`src/rtl/tinker_mem_arbiter.sv`:
```
// tinker_mem_arbiter: fetch/data arbiter onto one single-ported memory, with anti-starvation and ack timeout.
module tinker_mem_arbiter #(
   parameter int STARVE_LIMIT = 2,
   parameter int TIMEOUT      = 16
) (
   input  logic        clk,
   input  logic        reset,
   input  logic        f_req,
   input  logic [63:0] f_addr,
   output logic        f_gnt,
   output logic        f_valid,
   output logic [31:0] f_rdata,
   output logic        f_err,
   input  logic        d_req,
   input  logic        d_we,
   input  logic [63:0] d_addr,
   input  logic [63:0] d_wdata,
   output logic        d_gnt,
   output logic        d_valid,
   output logic [63:0] d_rdata,
   output logic        d_err,
   output logic        mem_req,
   output logic        mem_we,
   output logic [63:0] mem_addr,
   output logic [63:0] mem_wdata,
   input  logic [63:0] mem_rdata,
   input  logic        mem_ack
);
   localparam int SW = $clog2(STARVE_LIMIT + 1);
   localparam int BW = $clog2(TIMEOUT + 1);
   localparam logic [SW-1:0] S_LIM = SW'(STARVE_LIMIT);
   localparam logic [BW-1:0] B_LIM = BW'(TIMEOUT - 1);
   typedef enum logic [1:0] {IDLE, BUSY_F, BUSY_D} state_t;
   state_t state, state_n;
   logic [SW-1:0] starve_cnt, starve_n;
   logic [BW-1:0] busy_cnt, busy_n;
   logic f_gnt_n, f_valid_n, f_err_n, d_gnt_n, d_valid_n, d_err_n, mem_req_n, mem_we_n;
   logic [31:0] f_rdata_n;
   logic [63:0] d_rdata_n, mem_addr_n, mem_wdata_n;
   logic pick_f;
   assign pick_f = f_req && (!d_req || starve_cnt == S_LIM);
   always_ff @(posedge clk or negedge reset) begin
      if (!reset) begin
         state      <= IDLE;
         starve_cnt <= '0;
         busy_cnt   <= '0;
         f_gnt      <= 1'b0;
         f_valid    <= 1'b0;
         f_err      <= 1'b0;
         f_rdata    <= '0;
         d_gnt      <= 1'b0;
         d_valid    <= 1'b0;
         d_err      <= 1'b0;
         d_rdata    <= '0;
         mem_req    <= 1'b0;
         mem_we     <= 1'b0;
         mem_addr   <= '0;
         mem_wdata  <= '0;
      end else begin
         state      <= state_n;
         starve_cnt <= starve_n;
         busy_cnt   <= busy_n;
         f_gnt      <= f_gnt_n;
         f_valid    <= f_valid_n;
         f_err      <= f_err_n;
         f_rdata    <= f_rdata_n;
         d_gnt      <= d_gnt_n;
         d_valid    <= d_valid_n;
         d_err      <= d_err_n;
         d_rdata    <= d_rdata_n;
         mem_req    <= mem_req_n;
         mem_we     <= mem_we_n;
         mem_addr   <= mem_addr_n;
         mem_wdata  <= mem_wdata_n;
      end
   end
   always_comb begin
      state_n     = state;
      starve_n    = starve_cnt;
      busy_n      = busy_cnt;
      f_gnt_n     = 1'b0;
      f_valid_n   = 1'b0;
      f_err_n     = 1'b0;
      f_rdata_n   = f_rdata;
      d_gnt_n     = 1'b0;
      d_valid_n   = 1'b0;
      d_err_n     = 1'b0;
      d_rdata_n   = d_rdata;
      mem_req_n   = mem_req;
      mem_we_n    = mem_we;
      mem_addr_n  = mem_addr;
      mem_wdata_n = mem_wdata;
      if (state == IDLE) begin
         if (f_req || d_req) begin
            busy_n    = '0;
            mem_req_n = 1'b1;
            if (pick_f) begin
               state_n     = BUSY_F;
               f_gnt_n     = 1'b1;
               starve_n    = '0;
               mem_we_n    = 1'b0;
               mem_addr_n  = f_addr;
               mem_wdata_n = '0;
            end else begin
               state_n     = BUSY_D;
               d_gnt_n     = 1'b1;
               starve_n    = !f_req ? '0 : (starve_cnt == S_LIM) ? starve_cnt : starve_cnt + 1'b1;
               mem_we_n    = d_we;
               mem_addr_n  = d_addr;
               mem_wdata_n = d_wdata;
            end
         end
      end else if (mem_ack || busy_cnt == B_LIM) begin
         // an ack arriving on the timeout cycle still counts as a clean completion
         state_n   = IDLE;
         mem_req_n = 1'b0;
         if (state == BUSY_F) begin
            f_valid_n = 1'b1;
            f_err_n   = !mem_ack;
            f_rdata_n = mem_ack ? mem_rdata[31:0] : '0;
         end else begin
            d_valid_n = 1'b1;
            d_err_n   = !mem_ack;
            d_rdata_n = (mem_ack && !mem_we) ? mem_rdata : '0;
         end
      end else begin
         busy_n = busy_cnt + 1'b1;
      end
   end
endmodule

```
`config.mk`:
```
export PLATFORM = sky130hd
export DESIGN_NAME = tinker_mem_arbiter
export DESIGN_NICKNAME = d
export VERILOG_FILES = /design/src/rtl/tinker_mem_arbiter.sv
export SDC_FILE = /design/constraint.sdc
export NUM_CORES = 1
export LEC_CHECK = 0
export CAP_MARGIN = 15
export CORE_AREA = 8 8 184 186
export CTS_CLUSTER_SIZE = 40
export DETAILED_ROUTE_END_ITERATION = 8
export DIE_AREA = 0 0 192 194
export PLACE_DENSITY = 0.71
export SYNTH_ARGS = -nofsm -noshare
export SYNTH_HDL_FRONTEND = slang
export SYNTH_SLANG_ARGS = --single-unit
```
`constraint.sdc`:
```
create_clock -name clk -period 2.2 [get_ports clk]
set_clock_uncertainty 0.2 [all_clocks]
set_input_delay 0.44 -clock clk [delete_from_list [all_inputs] [get_ports clk]]
set_output_delay 0.44 -clock clk [all_outputs]
set_load 0.005 [all_outputs]
```
Yosys cells after proc, flatten, opt, wreduce, memory -nomap -nowiden:

Index checks and enable logic that the tools add are counted.

* reductions and logical operators: 16
* add/subtract/negate cells: 2
* muxes and demuxes: 36
* equal/unequal tests: 6
* bitwise logic cells: 2

Operators with widths (count)
* $mux W64: 3
* $mux W32: 1
* $mux W1: 22
* $mux W5: 3
* $mux W2: 7
* $reduce_and A3 Y1: 3
* $reduce_and A2 Y1: 3
* $add A5 B1 Y5 const B: 1
* $eq A5 B4 Y1 const B: 1
* $logic_not A1 Y1: 3
* $logic_or A1 B1 Y1: 3
* $ne A3 B3 Y1 const B: 1
* $add A2 B1 Y2 const B: 1
* $eq A2 B1 Y1 const B: 1
* $eq A2 B2 Y1 const B: 1
* $logic_and A1 B1 Y1: 2
* $logic_not A2 Y1: 1
* $ne A2 B1 Y1 const B: 1
* $ne A2 B2 Y1 const B: 1
* $not A1 Y1: 2
* $reduce_bool A2 Y1: 1

* word-level logic and storage cells: 77
* flip-flop bits (word level): 241

Depth between registers and ports, before layout:

* word-level depth: 6
* depth in mapped cells: 8
* mapped depth without buffers: 6

Least setup slack after synthesis:

No wires, ideal clock.

* path type: register -> register
* start point: register busy_cnt[0]
* end point: register d_rdata[17]
* period minus slack after synthesis: 2.153 ns
* setup time: 0.135 ns
* buffers on the path: 2
* setup slack: 0.047 ns
* arrival: 1.817 ns
* stages on the path, launching flop included: 8
* cells stage by stage: dfrtp_1 ha_1 and3_1 ha_1 o21ai_0 buf_2 clkbuf_1 o21ai_0

* word-level cells in the longest chain between the ends: 3

Ends and longest elaborated chain
* start: declaration: line 36 `logic [BW-1:0] busy_cnt, busy_n;`
* start signal: assignment: line 62 `busy_cnt <= busy_n;`
* $eq A5 B4 Y1: line 113 `end else if (mem_ack || busy_cnt == B_LIM) begin`
* $logic_or A1 B1 Y1: line 113
* $reduce_and A3 Y1 (no line)
* end signal: assignment: line 70 `d_rdata <= d_rdata_n;`
* end: declaration: line 20 `output logic [63:0] d_rdata,`

Every way passes these cells.
A chain may end at the register's enable or synchronous reset.

Final worst setup path:

* start point: register mem_we
* end point: output port mem_we

RTL lines
* start: declaration: line 23 `output logic mem_we,`
* start signal: assignment: line 72 `mem_we <= mem_we_n;`

No word-level cell between the ends.

==> metrics list <==
- I/O pin count: around 490
- Number of filler instances in the final layout: 2715
* Leading cell type in the layout, fill and taps excluded: sky130_fd_sc_hd__clkdlybuf4s50_1
- The number of antenna violations at the first check in global routing came to 4.
- Entering global routing, the biggest net connects 69 pins.
- Final max-slew violation count: 0
- The number of cells on the worst reg-to-reg path is 8.
* Setup_tns: 0 ns
- Least setup slack across all paths after layout: roughly 0.047 ns
- STA classifies the critical path startpoint as a flip-flop.
* Maximum buffer depth of the clock tree: 3
- The number of global-route vias before repair was 9987.
- The multi-input combinational cells in the finished layout cover a total of about 3500 um2.
* Leakage: about 7 nW
- In this run, the number of DRC markers left after iteration 0 of detailed routing was 476.
- Register-to-register setup slack: 0.11 ns
- After detailed routing, the number of remaining DRC violations is 0.
* Setup crit start: mem_we$_DFFE_PN0P_
- Buffers on Ports: slightly below 500
* Worst reg2reg path endpoint: f_rdata[25]$_DFFE_PN0P_
- The total area inside the core boundary comes to 31100 um2.
- Each instance of the synthesized netlist takes up on average between 10 and 15 um2.
* #FFs+latches synth: 241
* Maximum Capacitance Violations: 0
* Vertical die dimension: approximately 190 um
- In the routed layout, each cell is associated on average with a via count of 5.06.
- Pre-CTS WS: -0.0398 ns
* Critical path peak fanout: 3
- Clock tree from TritonCTS: done
* Post-synthesis instance total: 990
- Layout cells sized above 1: 0.0706
- Crit Path Category: flip-flop to output port
- The most critical setup path has its endpoint at mem_we.
- The worst setup path is captured at an output port.
- Maximum level of the CTS H-tree: 1
- Final estimated routing congestion in global placement: roughly 0.86
- Count of final hold-check violations: 0
* Die W: 192 um
- Global-route usage over all layers: 0.198
* Launch instance of the worst register-to-register path: busy_cnt[0]$_DFFE_PN0P_
* Sum of buffers and inverters on the critical path: 1
* Drt total wl: 39200 um
- Setup repair after global routing left no endpoint under its margin.
- Post-detail-place hpwl: 28600 um
- Effective utilization at floorplan: 0.323
* Run status: completed
* Cell area after synthesis: about 10000 um2
- TritonCTS created 27 clock buffers.
- Measured slew at the worst slew-check pin: 0.713 ns
* Register Area: 6030 um2
* Crit share post-route: 0.979
* Remaining max-slew budget at the tightest pin: 0.525
* Required @ worst endpoint: 1.56 ns
* Cell chosen for the clock root: sky130_fd_sc_hd__clkbuf_16
* Clock-pin slew of the registers on the worst-case setup and hold paths: 0.06 ns
- Upper clock frequency limit: 0.464 GHz
- Subtracting the final worst setup slack from the clock period gives 2.15 ns.
- WP data arrival: between 1.5 and 2 ns
* Largest delay contributor family on the critical path: buffers and inverters
- In this run the number of cells on the critical path is 1.
- Min-Delay Path Class: input pin to flip-flop
- Walking the worst path, the cells encountered are clkdlybuf4s50_1.
- In this run the remaining antenna-violating nets after routing total 0.
- DR WL/cell: 20.7 um
- IR analysis of the VDD net gives a maximum drop of 0.615 mV.
- The floorplan has 65 rows.
- CTS saw 241 sinks.
* Detailed-router iteration count before antenna repair: 5
- Setup violations remaining at the end of the flow were counted as 0.
- The netlist uses 30 different library cells.
* Commonest cells after routing, fill and taps aside: sky130_fd_sc_hd__clkdlybuf4s50_1, sky130_fd_sc_hd__dfrtp_1, sky130_fd_sc_hd__nand2_1
- The net count of the finished layout is 1733.
* Via Count: approximately 9600
* Area of the die: 37200 um2
- Largest incremental delay on the critical path: 0.57 ns
- The first global-routing pass estimated 58900 um of wire.
- Synthesis-to-layout area growth: 65.7%
- For this run, the number of Yosys warnings is 0.
- Clock network latency to the later pin of the worst-skew pair: about 0.53 ns
- Total global routing overflow: 0
- The slowest stage of the critical path is the sky130_fd_sc_hd__clkdlybuf4s50_1 cell.
- Number of nets produced by synthesis: ~1300
* Cell Pwr Density: ~1300 nW/um2
- Portion of the post-synthesis area used by sequential elements: 0.600
-- registers in the layout (all words and copies together), names as in the netlist --
register and flops:
busy_cnt 5, d_err 1, d_gnt 1, d_rdata 64, d_valid 1, f_err 1
f_gnt 1, f_rdata 32, f_valid 1, mem_addr 64, mem_req 1, mem_wdata 64
mem_we 1, starve_cnt 2, state 2
-- power by group --
part / internal (mW) / switching, mW / total, mW
clock network: 2.56 / 1.80 / 4.36
registers: 6.46 / 1.17 / 7.63
logic: 5.49 / 4.07 / 9.56
-- per-layer routing --
layer	track usage	wire length [um]	vias up	share of wire
met5	0	21	-	0.00054
met4	0.0770	1470	4	0.038
met3	0.0728	4440	76	0.11
met2	0.321	18500	470	0.47
met1	0.234	14700	4579	0.38
li1	-	-	4438	-
-- metrics by stage --
step                cell area (um2)  hold slack [ns]  power (mW)  cells  utilization
CTS                           16600           0.0361        21.8   1883        0.533
global placement              15700            0.200        17.1   1834        0.505
global route                  16600           0.0606        22.9   1891        0.536
finish                        16600           0.0688        21.6   1891        0.536
detailed placement            15700            0.200        17.3   1834        0.505
floorplan                     10000          -0.0556        10.9    990            -
-- synth_stat cells --
library cell	instances	share of area
sky130_fd_sc_hd__dfrtp_1	241	0.60
sky130_fd_sc_hd__nand2_1	165	0.062
sky130_fd_sc_hd__o21ai_0	134	0.067
sky130_fd_sc_hd__nand3_1	66	0.033
sky130_fd_sc_hd__a22o_1	65	0.057
sky130_fd_sc_hd__a21oi_1	64	0.032
sky130_fd_sc_hd__a31oi_1	64	0.040
sky130_fd_sc_hd__clkbuf_1	52	0.019
sky130_fd_sc_hd__inv_1	36	0.013
sky130_fd_sc_hd__mux2i_1	35	0.035
sky130_fd_sc_hd__buf_2	25	0.012
sky130_fd_sc_hd__buf_1	9	0.0034
sky130_fd_sc_hd__buf_4	5	0.0037
sky130_fd_sc_hd__nor2_1	4	0.0015
sky130_fd_sc_hd__ha_1	3	0.0037
sky130_fd_sc_hd__nor2b_1	3	0.0019
sky130_fd_sc_hd__a21o_1	2	0.0015
sky130_fd_sc_hd__a32o_1	2	0.0020
sky130_fd_sc_hd__and3_1	2	0.0012
sky130_fd_sc_hd__buf_6	2	0.0022
sky130_fd_sc_hd__nor2_2	2	0.0012
sky130_fd_sc_hd__a211oi_4	1	0.0020
sky130_fd_sc_hd__clkinv_1	1	0.00037
sky130_fd_sc_hd__nand2b_1	1	0.00062
sky130_fd_sc_hd__nand4_1	1	0.00062
sky130_fd_sc_hd__nor3b_1	1	0.00075
sky130_fd_sc_hd__nor4_1	1	0.00062
sky130_fd_sc_hd__o2bb2ai_1	1	0.00087
sky130_fd_sc_hd__or2_1	1	0.00062
sky130_fd_sc_hd__or2_2	1	0.00062
-- final cells by class --
type                            count  area share
Sequential cell                   241       0.362
Tap cell                          402      0.0302
Antenna cell                        2    0.000301
Timing Repair Buffer              542       0.336
Inverter                           37     0.00835
Clock buffer                       38      0.0467
Clock inverter                     10     0.00489
Multi-Input combinational cell    619       0.211
-- how the worst min path moves through the flow --
stage / startpoint / endpoint / slack (ns) / cells past startpoint
global placement: reset / mem_addr[16]$_DFFE_PN0P_ / 0.20 / 1
finish: f_req / starve_cnt[0]$_DFFE_PN0P_ / 0.07 / 3
detailed placement: reset / mem_addr[16]$_DFFE_PN0P_ / 0.20 / 1
global route: f_req / starve_cnt[0]$_DFFE_PN0P_ / 0.06 / 3
CTS: f_req / f_gnt$_DFF_PN0_ / 0.04 / 3
floorplan: reset / busy_cnt[0]$_DFFE_PN0P_ / -0.06 / 0
-- repair_timing --
action | in CTS | in global routing
endpoints found under the setup margin | 0 | 36
hold buffers | 1 | 0
gates resized for setup | 0 | 6
setup buffers | 0 | 3
hold endpoints to repair | 47 | 0
-- logic make-up (layout without fill, tap and decap cells) --
| group | after synthesis | in the layout | share of synthesized area |
|---|---|---|---|
| AOI/OAI and AO/OA | 333 | 333 | 0.202 |
| and+or+nand+nor | 248 | 248 | 0.104 |
| DFF | 241 | 241 | 0.600 |
| buffers and inverters | 130 | 627 | 0.0551 |
| muxes | 35 | 35 | 0.0349 |
| adders and majority gates | 3 | 3 | 0.00374 |
| other | 0 | 2 | 0 |
No activity file was read; power rests on OpenSTA's default activity.
